--- src/rtl/stream_tap_pkg.sv ---
// Shared helpers for the stream_tap slice: sizing of the tap repeat counter.
package stream_tap_pkg;

    // Repeat counter spans 0..rep-1 but is never narrower than one bit.
    function automatic int cnt_width(input int rep);
        return (rep < 2) ? 1 : $clog2(rep);
    endfunction

endpackage

--- src/rtl/stream_fifo2.sv ---
// Two-entry valid/ready buffer with registered occupancy; ready depends only on state.
module stream_fifo2 #(
    parameter int DATA_WIDTH = 8
) (
    input  logic                  clk,
    input  logic                  rst,
    input  logic [DATA_WIDTH-1:0] in_dat,
    input  logic                  in_vld,
    output logic                  in_rdy,
    output logic [DATA_WIDTH-1:0] out_dat,
    output logic                  out_vld,
    input  logic                  out_rdy
);

    logic [DATA_WIDTH-1:0] mem_q [2];
    logic [DATA_WIDTH-1:0] mem_d [2];
    logic                  wr_ptr_q, wr_ptr_d;
    logic                  rd_ptr_q, rd_ptr_d;
    logic [1:0]            cnt_q, cnt_d;
    logic                  wr, rd;

    assign in_rdy  = (cnt_q != 2'd2);
    assign out_vld = (cnt_q != 2'd0);
    assign out_dat = mem_q[rd_ptr_q];
    assign wr      = in_vld & in_rdy;
    assign rd      = out_vld & out_rdy;

    always_comb begin
        mem_d    = mem_q;
        wr_ptr_d = wr_ptr_q;
        rd_ptr_d = rd_ptr_q;
        if (wr) begin
            mem_d[wr_ptr_q] = in_dat;
            wr_ptr_d        = ~wr_ptr_q;
        end
        if (rd) begin
            rd_ptr_d = ~rd_ptr_q;
        end
        cnt_d = cnt_q + {1'b0, wr} - {1'b0, rd};
    end

    always_ff @(posedge clk or posedge rst) begin
        if (rst) begin
            wr_ptr_q <= 1'b0;
            rd_ptr_q <= 1'b0;
            cnt_q    <= 2'd0;
        end else begin
            wr_ptr_q <= wr_ptr_d;
            rd_ptr_q <= rd_ptr_d;
            cnt_q    <= cnt_d;
        end
    end

    // Storage carries no reset; occupancy alone decides what is valid.
    always_ff @(posedge clk) begin
        mem_q <= mem_d;
    end

endmodule

--- src/rtl/stream_tap.sv ---
// Stream splitter: every input goes once to the pass-through port and TAP_REP times to the tap port.
module stream_tap
    import stream_tap_pkg::*;
#(
    parameter int DATA_WIDTH = 8,
    parameter int TAP_REP    = 2
) (
    input  logic                  clk,
    input  logic                  rst,
    input  logic [DATA_WIDTH-1:0] idat,
    input  logic                  ivld,
    output logic                  irdy,
    output logic [DATA_WIDTH-1:0] odat,
    output logic                  ovld,
    input  logic                  ordy,
    output logic [DATA_WIDTH-1:0] tdat,
    output logic                  tvld,
    input  logic                  trdy
);

    localparam int             CNT_W = cnt_width(TAP_REP);
    localparam logic [CNT_W-1:0] LAST = CNT_W'(TAP_REP - 1);

    logic                  o_in_rdy, t_in_rdy, wr;
    logic [DATA_WIDTH-1:0] t_head;
    logic                  t_head_vld, t_pop;
    logic                  hold_vld_q, hold_vld_d;
    logic [DATA_WIDTH-1:0] hold_dat_q, hold_dat_d;
    logic [CNT_W-1:0]      cnt_q, cnt_d;
    logic                  xfer, last;

    assign irdy = ~rst & o_in_rdy & t_in_rdy;
    assign wr   = ivld & irdy;

    stream_fifo2 #(.DATA_WIDTH(DATA_WIDTH)) u_out_fifo (
        .clk     (clk),
        .rst     (rst),
        .in_dat  (idat),
        .in_vld  (wr),
        .in_rdy  (o_in_rdy),
        .out_dat (odat),
        .out_vld (ovld),
        .out_rdy (ordy)
    );

    stream_fifo2 #(.DATA_WIDTH(DATA_WIDTH)) u_tap_fifo (
        .clk     (clk),
        .rst     (rst),
        .in_dat  (idat),
        .in_vld  (wr),
        .in_rdy  (t_in_rdy),
        .out_dat (t_head),
        .out_vld (t_head_vld),
        .out_rdy (t_pop)
    );

    // An idle replicator shows the buffer head directly so the first copy costs no extra cycle.
    assign tvld = hold_vld_q | t_head_vld;
    assign tdat = hold_vld_q ? hold_dat_q : t_head;
    assign xfer = tvld & trdy;
    assign last = (cnt_q == LAST);

    always_comb begin
        hold_vld_d = hold_vld_q;
        hold_dat_d = hold_dat_q;
        cnt_d      = cnt_q;
        t_pop      = 1'b0;
        if (hold_vld_q) begin
            if (xfer && last) begin
                cnt_d      = '0;
                t_pop      = t_head_vld;
                hold_vld_d = t_head_vld;
                hold_dat_d = t_head;
            end else if (xfer) begin
                cnt_d = cnt_q + CNT_W'(1);
            end
        end else if (t_head_vld) begin
            t_pop = 1'b1;
            if (xfer && last) begin
                hold_vld_d = 1'b0;
                cnt_d      = '0;
            end else begin
                hold_vld_d = 1'b1;
                hold_dat_d = t_head;
                cnt_d      = xfer ? CNT_W'(1) : '0;
            end
        end
    end

    always_ff @(posedge clk or posedge rst) begin
        if (rst) begin
            hold_vld_q <= 1'b0;
            cnt_q      <= '0;
        end else begin
            hold_vld_q <= hold_vld_d;
            cnt_q      <= cnt_d;
        end
    end

    always_ff @(posedge clk) begin
        hold_dat_q <= hold_dat_d;
    end

endmodule

--- config.mk ---
export PLATFORM = sky130hd
export DESIGN_NAME = stream_tap
export DESIGN_NICKNAME = d
export VERILOG_FILES = /design/src/rtl/stream_tap_pkg.sv /design/src/rtl/stream_fifo2.sv /design/src/rtl/stream_tap.sv
export SDC_FILE = /design/constraint.sdc
export NUM_CORES = 1
export LEC_CHECK = 0
export ABC_AREA = 1
export BUFFER_PORTS_ARGS = -buffer_cell sky130_fd_sc_hd__clkbuf_2
export CAP_MARGIN = 20
export CORE_ASPECT_RATIO = 1.5
export CORE_UTILIZATION = 30
export DETAILED_ROUTE_END_ITERATION = 10
export PLACE_DENSITY = 0.58
export SKIP_CTS_REPAIR_TIMING = 1
export SLEW_MARGIN = 20
export SYNTH_ARGS = -nofsm -noshare
export SYNTH_HDL_FRONTEND = slang
export SYNTH_SLANG_ARGS = --single-unit
--- constraint.sdc ---
create_clock -name clk -period 2.8 [get_ports clk]
set_clock_uncertainty 0.05 [all_clocks]
set_input_delay 0 -clock clk [delete_from_list [all_inputs] [get_ports clk]]
set_output_delay 0 -clock clk [all_outputs]
set_load 0.02 [all_outputs]
# == Yosys cells after proc, flatten, opt, wreduce, memory -nomap -nowiden ==
# Cells that the tools add are included.
# totals
reg_bits,50
wordCells,85
# classes
n_addsub,5
magnitude_cmp,6
eq_ne,5
n_mux,30
bitwise,18
reduce_logical,8
# op_table
operator,count
two-way mux 8 bit,13
bitwise mux 16 bit,2
demux 8 bit (select 1 bit),2
two-way mux 1 bit,13
bitwise AND 1 bit,8
greater-or-equal comparator 2 bit (second input constant),4
NOT 1 -> 2 bit,4
inequality test 2 bit (second input constant),3
nonzero test 2 bit,3
NOT 1 bit,5
adder 2 x 1 -> 2 bit,2
< comparator 2 x 1 -> 1 bit (second input constant),2
subtractor 2 x 1 -> 2 bit,2
logical AND 1 bit,3
inequality test 3 x 1 -> 1 bit (second input constant),1
AND reduction 3 bit,1
inequality test 2 x 1 -> 1 bit (second input constant),1
AND reduction 2 bit,1
adder 1 bit (second input constant),1
bitwise OR 1 bit,1

# == Longest topological paths before layout ==
# Gate-level depths: netlist (run 1).
# logic_depth
ltp_word,8
ltp_mapped,8

# == Modules after synthesis ==
# A second synthesis (run 1) with hierarchy kept.
# unflattened
cells_unflattened,207
hier_area_um2,2175.8
# modules_own_cells
mod,instances,cells_each,area_per_inst_um2,seq_area_each_um2
stream_fifo2,2,75,842.1,580.6
stream_tap,1,57,491.7,290.3

# == Least setup slack after synthesis (run 1) ==
# OpenSTA, ideal clock, no wires.
# synth_timing
kind,register to register
from,reg cnt_q
to,reg u_tap_fifo.cnt_q[1]
setup_ns,0.129
t_arrival_ns,1.418
required_time_ns,2.621
slack_ns,1.203
path_stages_with_launch,8
cell_sequence,dfrtp_1 > a21oi_1 > nor2_1 > ha_1 > inv_1 > ha_1 > xnor2_1 > xor2_1
# synth_via
elab_chain_len,5
# synth_rtl
item,line_no,text
start: declaration,stream_tap.sv:29,"logic [CNT_W-1:0] cnt_q, cnt_d;"
start signal: assignment,stream_tap.sv:96,cnt_q <= cnt_d;
logical AND 1 bit,stream_tap.sv:69,if (xfer && last) begin
two-way mux 1 bit,stream_tap.sv:69,
two-way mux 1 bit,stream_tap.sv:68,if (hold_vld_q) begin
bitwise AND 1 bit,stream_fifo2.sv:26,assign rd = out_vld & out_rdy;
net u_tap_fifo.rd,stream_fifo2.sv:20,"logic wr, rd;"
subtractor 2 x 1 -> 2 bit,stream_fifo2.sv:39,"cnt_d = cnt_q + {1'b0, wr} - {1'b0, rd};"
net u_tap_fifo.cnt_d[1],stream_fifo2.sv:19,"logic [1:0] cnt_q, cnt_d;"
end signal: assignment,stream_fifo2.sv:50,cnt_q <= cnt_d;
end: declaration,stream_fifo2.sv:19,
# The timed path passes the listed nets, and every way through them passes these cells.
# A chain may end at the register's enable or synchronous reset.

# == Worst setup path after layout (run 1) ==
# layout_timing
from,in rst
to,reg u_out_fifo.mem_q[2] (netlist name) (enable)
# layout_via
elab_chain_len,5
# layout_rtl
item,line_no,text
start: declaration,stream_tap.sv:9,"input logic rst,"
NOT 1 bit,stream_tap.sv:32,assign irdy = ~rst & o_in_rdy & t_in_rdy;
bitwise AND 1 bit (2 in a row),stream_tap.sv:32,
bitwise AND 1 bit,stream_tap.sv:33,assign wr = ivld & irdy;
bitwise AND 1 bit,stream_fifo2.sv:25,assign wr = in_vld & in_rdy;
end signal: assignment,stream_fifo2.sv:56,mem_q <= mem_d;
end: declaration,stream_fifo2.sv:15,logic [DATA_WIDTH-1:0] mem_q [2];
# Every way passes these cells.

==> run_results.csv, run 1 <==
group,metric,value,unit
status,status,"complete, no violations",
global_route,grt_use_total,9.70,%
placement,place.gp.congestion,0.808,
clock_tree,cts_tree,"built",
sta,min_period_over_period,68.5,%
finish,diodes,0,
power,powerDensity,975,nW/um^2
setup_path,crit_arrival,1.80,ns
global_route,grt_pass1_vias,1263,
logic_synthesis,seq_area_frac_synth,70.6,%
routing,drt_iter0_markers,47,
logic_synthesis,synth_cell_type_count,21,
routing,drc,0,
logic_synthesis,syn_area,2060,um^2
clock_tree,clkTransAtPathRegs,0.09,ns
routing,routed_wl,3390,um
sta,min_period,1.92,ns
clock_tree,cts-root-buf,"clkbuf_8",
finish,post-route-util,38.1,%
floorplanning,fp.dieArea,7200,um^2
floorplanning,io_pins,32,
placement,dp_hpwl,2510,um
finish,seq_area,1450,um^2
floorplanning,rows,36,
clock_tree,cts_buffers,5,
sta,hold_ws,0.186,ns
setup_path,rrSetupSlack,0.95,ns
sta,fmax,521,MHz
finish,multiInputGateArea,512,um^2
floorplanning,die_w,69.6,um
sta,max_slew.worst_pin.slew,0.705,ns
clock_tree,cts_sinks,50,
floorplanning,initial_core_util,31.3,%
placement,dp_cells,281,
setup_path,critPathMaxFanout,11,
floorplanning,fp.dieH,103,um
sta,rsz0062_at_grt,"false",
finish,final_cell_count_no_fill,301,
finish,finalNetCount,241,
power,p_leak,1.12,nW
global_route,grt_pass1_wl,5410,um
logic_synthesis,yosysWarnings,0,
logic_synthesis,synth_nets,194,
global_route,grt_overflow,0,
worst_hold_path,hold_path.class,"input port to async pin",
sta,fin_ws,0.882,ns
placement,io_buffers,31,
setup_path,critPathCaptureType,"flip-flop",
sta,setup_tns,0,ns
sta,hold_viol,0,
setup_path,crit_required,2.68,ns
power,vdd_drop_max,387,uV
finish,layout-drive-gt1-share,20.9,%
routing,wl_per_cell,11.3,um
finish,fillers,655,
power,p_total,2.44,mW
floorplanning,core,6580,um^2
global_route,grt-busiest-layer,"met2",
global_route,met2_usage,18.3,%
global_route,antenna_found_initial,0,
logic_synthesis,avgSynthCellArea,11.6,um^2
finish,syn2layout_area_growth,21.7,%
sta,final_max_slew_viol_count,0,
clock_tree,clkLatencyLatePin,0.30,ns
job,maxCapViolations,0,
global_route,use_met3,2.13,%
sta,setup-violations-final,0,
setup_path,start_kind,"input port",
clock_tree,htree_levels,2,
sta,max_slew_margin,52.9,%
setup_path,crit_type,"input port to flip-flop",
placement,placed_cell_area,2290,um^2
global_route,grt_max_degree,22,
clock_tree,clock_path_buffers,2,
global_route,grt_util_met1,9.94,%
routing,num_vias,1283,
routing,firstDrtPassIters,2,
placement,preCtsSetupSlack,0.962,ns
routing,ant_nets,0,
logic_synthesis,netlist_instances,177,
finish,design_area,2500,um^2
routing,vias_per_cell,4.26,
logic_synthesis,ys_ff_latch,50,
==> critical path: stages <==
cell	delay, ns
dlygate4sd3_1	0.54
clkbuf_2	0.11
inv_1	0.32
nand4_2	0.23
nor2_1	0.59
==> sequential cells by signal, summed over array words and instances, names as in the netlist <==
| name | flops |
|---|---|
| u_out_fifo.wr_ptr_q | 1 |
| u_out_fifo.cnt_q | 2 |
| u_tap_fifo.cnt_q | 2 |
| cnt_q | 1 |
| u_tap_fifo.wr_ptr_q | 1 |
| hold_dat_q | 8 |
| u_out_fifo.mem_q | 16 |
| hold_vld_q | 1 |
| u_out_fifo.rd_ptr_q | 1 |
| u_tap_fifo.mem_q | 16 |
| u_tap_fifo.rd_ptr_q | 1 |
==> cells by family (layout without fill, tap and decap cells) <==
logic type,count (synthesis),count (layout),share of synthesized area [%]
fa+ha+maj,4,4,2.43
buf+inv,23,71,4.56
compound gates,14,14,4.20
xor+xnor,5,5,2.13
simple gates,81,81,16.1
flops,50,50,70.6
==> final timing paths <==
| check | start | endpoint | depth (start not counted) |
|---|---|---|---|
| worst min register to register | u_out_fifo.wr_ptr_q | u_out_fifo.wr_ptr_q | 2 |
| worst max register to register | hold_vld_q | u_tap_fifo.cnt_q[1] | 9 |
| worst min-delay path | rst | u_tap_fifo.cnt_q[0] | 3 |
| worst max-delay path | rst | u_out_fifo.mem_q[2] | 5 |
| min in group clk | idat[2] | u_tap_fifo.mem_q[10] | 2 |
| max in group asynchronous | rst | u_out_fifo.rd_ptr_q | 3 |
==> cells in the mapped netlist <==
cell      number  area share (%)
xnor2_1        3             1.3
buf_4          1            0.37
inv_2          2            0.37
edfxtp_1      40              58
o21ai_2        1            0.43
nand4_2        1            0.61
inv_1         17             3.1
dfrtp_1       10              12
buf_2          3            0.73
nor2_1        12             2.2
nand4_1        3            0.91
nand3_1        1            0.24
or2_4          1            0.43
nand2_1       61              11
o21ai_0        1            0.24
nand2_2        2            0.61
o21a_1         1            0.37
a21oi_1        3            0.73
xor2_1         2            0.85
a31oi_1        8             2.4
ha_1           4             2.4
==> metal layers <==
metal | up-vias | share of wire [%]
met4 | 0 | 2.2
met3 | 6 | 2.4
met5 | - | 0
li1 | 680 | -
met1 | 573 | 41
met2 | 24 | 54
==> placed cells by master (no fill, tap or decap) <==
master	n
nand2_2	2
nand3_1	1
clkbuf_2	31
o21ai_0	1
a21oi_1	3
a31oi_1	8
dlygate4sd3_1	12
buf_4	1
clkinv_2	1
inv_2	2
clkinvlp_4	1
xnor2_1	3
or2_4	1
edfxtp_1	40
nand4_1	3
nand2_1	61
clkbuf_8	5
ha_1	4
o21ai_2	1
nand4_2	1
inv_1	17
clkinv_4	1
o21a_1	1
nor2_1	12
dfrtp_1	10
xor2_1	2
==> report_power, final <==
part	leakage, nW	internal, mW	switching, mW
clock network	0.0441	0.176	0.231
registers	0.483	1.01	0.0969
logic	0.593	0.309	0.613
==> final cells by class <==
type,count,area share (%)
clock buffer,5,2.75
clock inverter,3,0.850
inverter,19,2.85
multi-input combinational,104,20.5
sequential,50,58.0
tap,76,3.80
timing repair buffer,44,11.3
(Power assumes the default switching activity.)
==> run 2, diff against run 1 <==
- ABC_AREA: 1 -> 0
- PLACE_DENSITY: 0.58 -> 0.59
- clock period: 2.8 -> 1.6 ns (I/O delays scaled with it)
==> run_results.csv, run 2 <==
group,metric,value,unit
worst_hold_path,hold_path.class,"input port to flip-flop",
logic_synthesis,synth-compound-area-share,0.795,%
clock_tree,cts_buffers,5,
finish,layout-drive-gt1-share,51.9,%
floorplanning,core,6530,um^2
logic_synthesis,yosys.area.top_type,"edfxtp_1",
setup_path,cpMostUsedCell,"ha_4",
finish,layout_common_cells,"edfxtp_1, clkbuf_2, mux2_4",
logic_synthesis,seq_area_frac_synth,70.9,%
power,vdd_drop_max,911,uV
power,pwr-share-seq,40.5,%
clock_tree,clkTransAtPathRegs,0.09,ns
logic_synthesis,ys_dominant_reg_cell,"edfxtp_1",
logic_synthesis,ys_ff_latch,50,
logic_synthesis,synth_top_family_by_area,"multiplexers",
global_route,antenna_found_initial,0,
logic_synthesis,synth_simple_gate_area_share,4.89,%
power,p_leak,1.14,nW
sta,rsz0062_at_grt,"true",
placement,dp_cells,234,
setup_path,crit_type,"flip-flop to flip-flop",
sta,min_period,1.64,ns
routing,vias_per_cell,4.42,
worst_hold_path,min_path_cells,4,
floorplanning,rows,36,
floorplanning,die_w,69.4,um
routing,drc,0,
routing,ant_nets,0,
power,power_frac_clock,16.0,%
routing,wl_per_cell,13.1,um
logic_synthesis,yosysWarnings,0,
logic_synthesis,synth.most_common_cell,"edfxtp_1",
clock_tree,clkLatencyLatePin,0.30,ns
finish,largestRegisters,"u_out_fifo.mem_q x16, u_tap_fifo.mem_q x16, hold_dat_q x8",
sta,max_slew_margin,72.5,%
clock_tree,cts_sinks,50,
setup_path,critPathCaptureType,"flip-flop",
power,switching_share,32.8,%
sta,setup_tns,-0.236,ns
logic_synthesis,synth_fa_ha_area_share,2.44,%
setup_path,crit_required,1.74,ns
placement,dp_hpwl,2510,um
setup_path,critPathMaxFanout,2,
logic_synthesis,synthMuxAreaShare,15.2,%
logic_synthesis,synth_nets,136,
routing,firstDrtPassIters,4,
power,powerDensity,1730,nW/um^2
placement,io_buffers,31,
status,status,"finished with violations",
routing,drt_iter0_markers,14,
finish,diodes,0,
floorplanning,fp.dieArea,7160,um^2
sta,fin_ws,-0.0447,ns
sta,min_period_over_period,103,%
finish,finalNetCount,199,
global_route,grt_max_degree,19,
sta,setup-violations-final,9,
status,violations,"setup timing",
power,combPwrFrac,43.5,%
logic_synthesis,avgSynthCellArea,17.2,um^2
global_route,grt_use_total,9.77,%
setup_path,cp_slowest_stage_delay,0.39,ns
routing,num_vias,1146,
setup_path,path_cells,"or2_4, and2_4, ha_4, inv_2, ha_4, xnor2_2, xnor2_1",
sta,hold_viol,0,
logic_synthesis,synth-edff-count,40,
power,p_int,3.24,mW
global_route,grt_pass1_wl,5220,um
logic_synthesis,synthTopCellsByArea,"edfxtp_1, dfrtp_1, mux2_2",
clock_tree,cts-root-buf,"clkbuf_8",
logic_synthesis,async_flop_share,20.0,%
setup_path,start_kind,"flip-flop",
logic_synthesis,synth_cell_type_count,22,
power,p_sw,1.58,mW
floorplanning,io_pins,32,
clock_tree,cts_tree,"built",
logic_synthesis,syn_area,2050,um^2
finish,syn2layout_area_growth,36.4,%
placement,placed_cell_area,2420,um^2
sta,hold_ws,0.0468,ns
logic_synthesis,yosysTopAreaCellShare,58.7,%
logic_synthesis,synth-xor-area-share,3.42,%
finish,layout_commonest_cell,"edfxtp_1",
sta,final_max_slew_viol_count,0,
clock_tree,htree_levels,2,
logic_synthesis,synth_common_cells,"edfxtp_1, mux2_2, dfrtp_1",
global_route,grt_pass1_vias,1168,
finish,design_area,2790,um^2
setup_path,cp_slowest_cell,"dfrtp_1",
floorplanning,fp.dieH,103,um
global_route,grt_overflow,0,
clock_tree,clock_path_buffers,2,
routing,routed_wl,3380,um
setup_path,crit_arrival,1.79,ns
sta,max_slew.worst_pin.slew,0.413,ns
floorplanning,initial_core_util,31.3,%
setup_path,reg2regPathDepth,7,
job,maxCapViolations,0,
logic_synthesis,netlist_instances,119,
placement,place.gp.congestion,0.647,
sta,fmax,608,MHz
finish,final_cell_count_no_fill,259,
run 2: changes by cell type after synthesis, sizes merged, moves of 8 or more:
cell and change:
a31oi -8, inv -12, mux2 +25, nand2 -57
nor2 -8
run 2: worst paths after layout:
path,startpoint,slack (ns),end
setup / recovery,u_out_fifo.cnt_q[1],-0.04,u_out_fifo.cnt_q[1]
hold / removal,ivld,0.05,u_tap_fifo.wr_ptr_q
setup reg to reg,u_out_fifo.cnt_q[1],-0.04,u_out_fifo.cnt_q[1]
hold reg to reg,cnt_q,0.45,cnt_q
max in group asynchronous,rst,1.11,u_tap_fifo.rd_ptr_q
min in group asynchronous,rst,0.24,u_tap_fifo.cnt_q[1]
run 2: cell families (layout without fill, tap and decap cells):
group           count (synthesis)  in the layout
flops                          50             50
buf+inv                        10             74
compound gates                  3              3
fa+ha+maj                       4              4
simple gates                   19             19
mux                            25             25
xor+xnor                        8              8
run 2: metrics by stage:
step	power [mW]	util, %	worst slack (ns)
after floorplan	3.16	-	-0.0664
after global placement	3.59	37.1	0.00126
after detailed placement	3.68	37.1	-0.0456
after CTS	4.47	38.6	-0.221
after global routing	5.09	42.7	-0.100
final	4.82	42.7	-0.0447
run 2: power groups by stage:
stage               logic (mW)  clock network (mW)  registers (mW)
finish                    2.10               0.771            1.95
global route              2.26               0.847            1.99
CTS                       1.67               0.802            1.99
detailed placement        1.66                   0            2.02
global placement          1.59                   0            2.00
floorplan                 1.26                   0            1.90
run 2: cell type report:
class                      instances  area [um^2]
sequential                        50         1450
inverter                           7         26.3
fill                             596         3740
clock buffer                       5         68.8
multi-input combinational         59          643
clock inverter                     3         28.8
tap                               76         95.1
timing repair buffer              59          477
run 2: worst max-delay path, delay by kind of cell, from the launching register on:
kind                       cells  cell delay [ns]
adders and majority gates      2             0.41
xor gates and xnor gates       2             0.25
DFF                            1             0.39
buffers and inverters          1             0.03
and+or+nand+nor                2             0.40
run 2: per-layer routing:
layer,part of all wire [%],GRT usage [%],vias up,routed length [um]
met4,2.7,6.59,0,93
met5,0,0,-,0
li1,-,-,552,-
met2,58,18.8,22,1970
met1,36,9.26,567,1210
met3,3.1,2.05,5,105
==> run 3, diff against run 2 <==
- SYNTH_HIERARCHICAL: unset -> 1
==> run_results.csv, run 3 <==
group,metric,value,unit
sta,max_slew.worst_pin.slew,0.421,ns
routing,vias_per_cell,4.50,
clock_tree,clkTransAtPathRegs,0.09,ns
setup_path,crit_arrival,1.94,ns
finish,seq_area,1450,um^2
logic_synthesis,yosysTopAreaCellShare,57.8,%
setup_path,critPathMaxFanout,3,
logic_synthesis,synth.most_common_cell,"edfxtp_1",
setup_path,crit_required,1.74,ns
routing,routed_wl,3660,um
routing,num_vias,1189,
routing,drc,0,
global_route,grt_pass1_wl,5660,um
power,power_frac_clock,18.8,%
routing,firstDrtPassIters,4,
logic_synthesis,synth_cell_type_count,23,
finish,layout-drive-gt1-share,51.1,%
finish,finalNetCount,204,
routing,ant_nets,0,
logic_synthesis,async_flop_share,20.0,%
global_route,grt_max_degree,16,
floorplanning,initial_core_util,31.6,%
logic_synthesis,syn_area,2080,um^2
finish,largestRegisters,"u_out_fifo/mem_q x16, u_tap_fifo/mem_q x16, hold_dat_q x8",
finish,multiInputGateArea,707,um^2
power,p_leak,1.19,nW
logic_synthesis,yosys.area.top_type,"edfxtp_1",
finish,layout_common_cells,"edfxtp_1, clkbuf_2, buf_4",
logic_synthesis,netlist_instances,122,
sta,fmax,554,MHz
logic_synthesis,synth-edff-count,40,
sta,max_slew_margin,72.0,%
logic_synthesis,ys_ff_latch,50,
floorplanning,die_w,70.0,um
clock_tree,cts-root-buf,"clkbuf_8",
status,violations,"setup timing",
floorplanning,fp.dieArea,7280,um^2
clock_tree,cts_tree,"built",
clock_tree,cts_buffers,5,
sta,min_period,1.81,ns
logic_synthesis,avgSynthCellArea,17.0,um^2
logic_synthesis,yosysWarnings,6,
logic_synthesis,synth_nets,139,
setup_path,crit_type,"flip-flop to flip-flop",
finish,design_area,2900,um^2
routing,wl_per_cell,13.9,um
power,p_sw,1.67,mW
logic_synthesis,ys_dominant_reg_cell,"edfxtp_1",
floorplanning,fp.dieH,104,um
finish,layout_commonest_cell,"edfxtp_1",
job,maxCapViolations,0,
floorplanning,core,6580,um^2
sta,setup_tns,-0.783,ns
global_route,antenna_found_initial,0,
power,p_int,3.73,mW
power,vdd_drop_max,1070,uV
finish,syn2layout_area_growth,39.2,%
placement,dp_hpwl,2640,um
logic_synthesis,synth_common_cells,"edfxtp_1, mux2_1, dfrtp_1",
sta,fin_ws,-0.207,ns
finish,post-route-util,44.0,%
worst_hold_path,hold_path.class,"input port to flip-flop",
placement,place.gp.congestion,0.667,
routing,drt_iter0_markers,53,
sta,rsz0062_at_grt,"true",
sta,min_period_over_period,113,%
global_route,grt_overflow,0,
status,status,"finished with violations",
power,pwr-share-seq,36.6,%
setup_path,start_kind,"flip-flop",
global_route,grt_pass1_vias,1241,
power,combPwrFrac,44.6,%
clock_tree,cts_sinks,50,
logic_synthesis,seq_area_frac_synth,69.8,%
power,switching_share,30.9,%
logic_synthesis,synthTopCellsByArea,"edfxtp_1, dfrtp_1, mux2_1",
global_route,grt_use_total,10.1,%
floorplanning,io_pins,32,
floorplanning,rows,36,
clock_tree,clock_path_buffers,2,
clock_tree,htree_levels,2,
placement,placed_cell_area,2490,um^2
setup_path,critPathCaptureType,"flip-flop",
sta,final_max_slew_viol_count,0,
placement,io_buffers,31,
power,powerDensity,1860,nW/um^2
clock_tree,clkLatencyLatePin,0.29,ns
finish,fillers,580,
sta,hold_viol,0,
power,p_total,5.40,mW
finish,diodes,0,
sta,setup-violations-final,20,
sta,hold_ws,0.0600,ns
==> run 3: cell types whose count changed after synthesis, moves of 2 or more <==
cell | previous run | this run
mux2_1 | 0 | 16
mux2_2 | 17 | 2
and2_1 | 3 | 0
inv_1 | 6 | 9
or2_1 | 0 | 3
and2_4 | 0 | 2
nand2_1 | 6 | 4
nor2b_1 | 0 | 2
==> run 3: area by class of cell <==
cell class / count / area share, %
multi-input combinational: 60 / 24.4
sequential: 50 / 50.2
inverter: 9 / 1.17
tap: 76 / 3.28
clock inverter: 3 / 2.20
timing repair buffer: 61 / 16.4
clock buffer: 5 / 2.38
==> run 3: path summary, 6_finish.rpt <==
| check | from | slack (ns) | endpoint | cells past startpoint |
|---|---|---|---|---|
| min in group asynchronous | rst | 0.10 | cnt_q | 3 |
| min reg2reg | u_tap_fifo/wr_ptr_q | 0.50 | u_tap_fifo/wr_ptr_q | 1 |
| max reg2reg | u_tap_fifo/cnt_q[0] | -0.21 | u_tap_fifo/cnt_q[1] | 8 |
| min | trdy | 0.06 | cnt_q | 3 |
| max in group asynchronous | rst | 1.20 | u_tap_fifo/rd_ptr_q | 3 |
| max | u_tap_fifo/cnt_q[0] | -0.21 | u_tap_fifo/cnt_q[1] | 8 |
==> run 3: through the flow <==
step	worst slack [ns]	cells
2_1_floorplan	-0.146	122
3_3_place_gp	-0.139	241
3_5_place_dp	-0.199	241
4_1_cts	-0.237	249
5_1_grt	-0.272	264
6_report	-0.207	264
==> run 3: routing by layer <==
metal | wire [um] | vias to the layer above | track usage [%]
li1 | - | 563 | -
met1 | 1340 | 597 | 10.0
met2 | 2140 | 22 | 18.9
met3 | 93 | 7 | 1.74
met4 | 88 | 0 | 6.43
met5 | 0 | - | 0
==> run 3: worst max-delay path: stages (launching register included) <==
cell and delay (ns):
dfrtp_1 0.40, or2_4 0.26, a21boi_2 0.15, and2_4 0.15, ha_4 0.26, inv_2 0.03, ha_4 0.15, xnor2_2 0.13
xnor2_1 0.13
==> run 3: kinds of logic (layout without fill, tap and decap cells) <==
kind of cell               Yosys count  count (layout)  share of synthesized area, %
and+or+nand+nor                     19              19                          5.17
muxes                               26              26                          15.3
AOI/OAI and AO/OA                    2               2                         0.782
buffers and inverters               12              78                          2.65
DFF                                 50              50                          69.8
adders and majority gates            5               5                          2.95
xor gates and xnor gates             8               8                          3.37
==> run 3: power by group through the flow <==
stage	Sequential [mW]	Clock, mW	Combinational, mW
6_report	1.98	1.01	2.41
5_1_grt	2.02	1.09	2.60
4_1_cts	2.00	1.03	1.93
3_5_place_dp	2.03	0	1.91
3_3_place_gp	2.00	0	1.84
2_1_floorplan	1.92	0	1.36
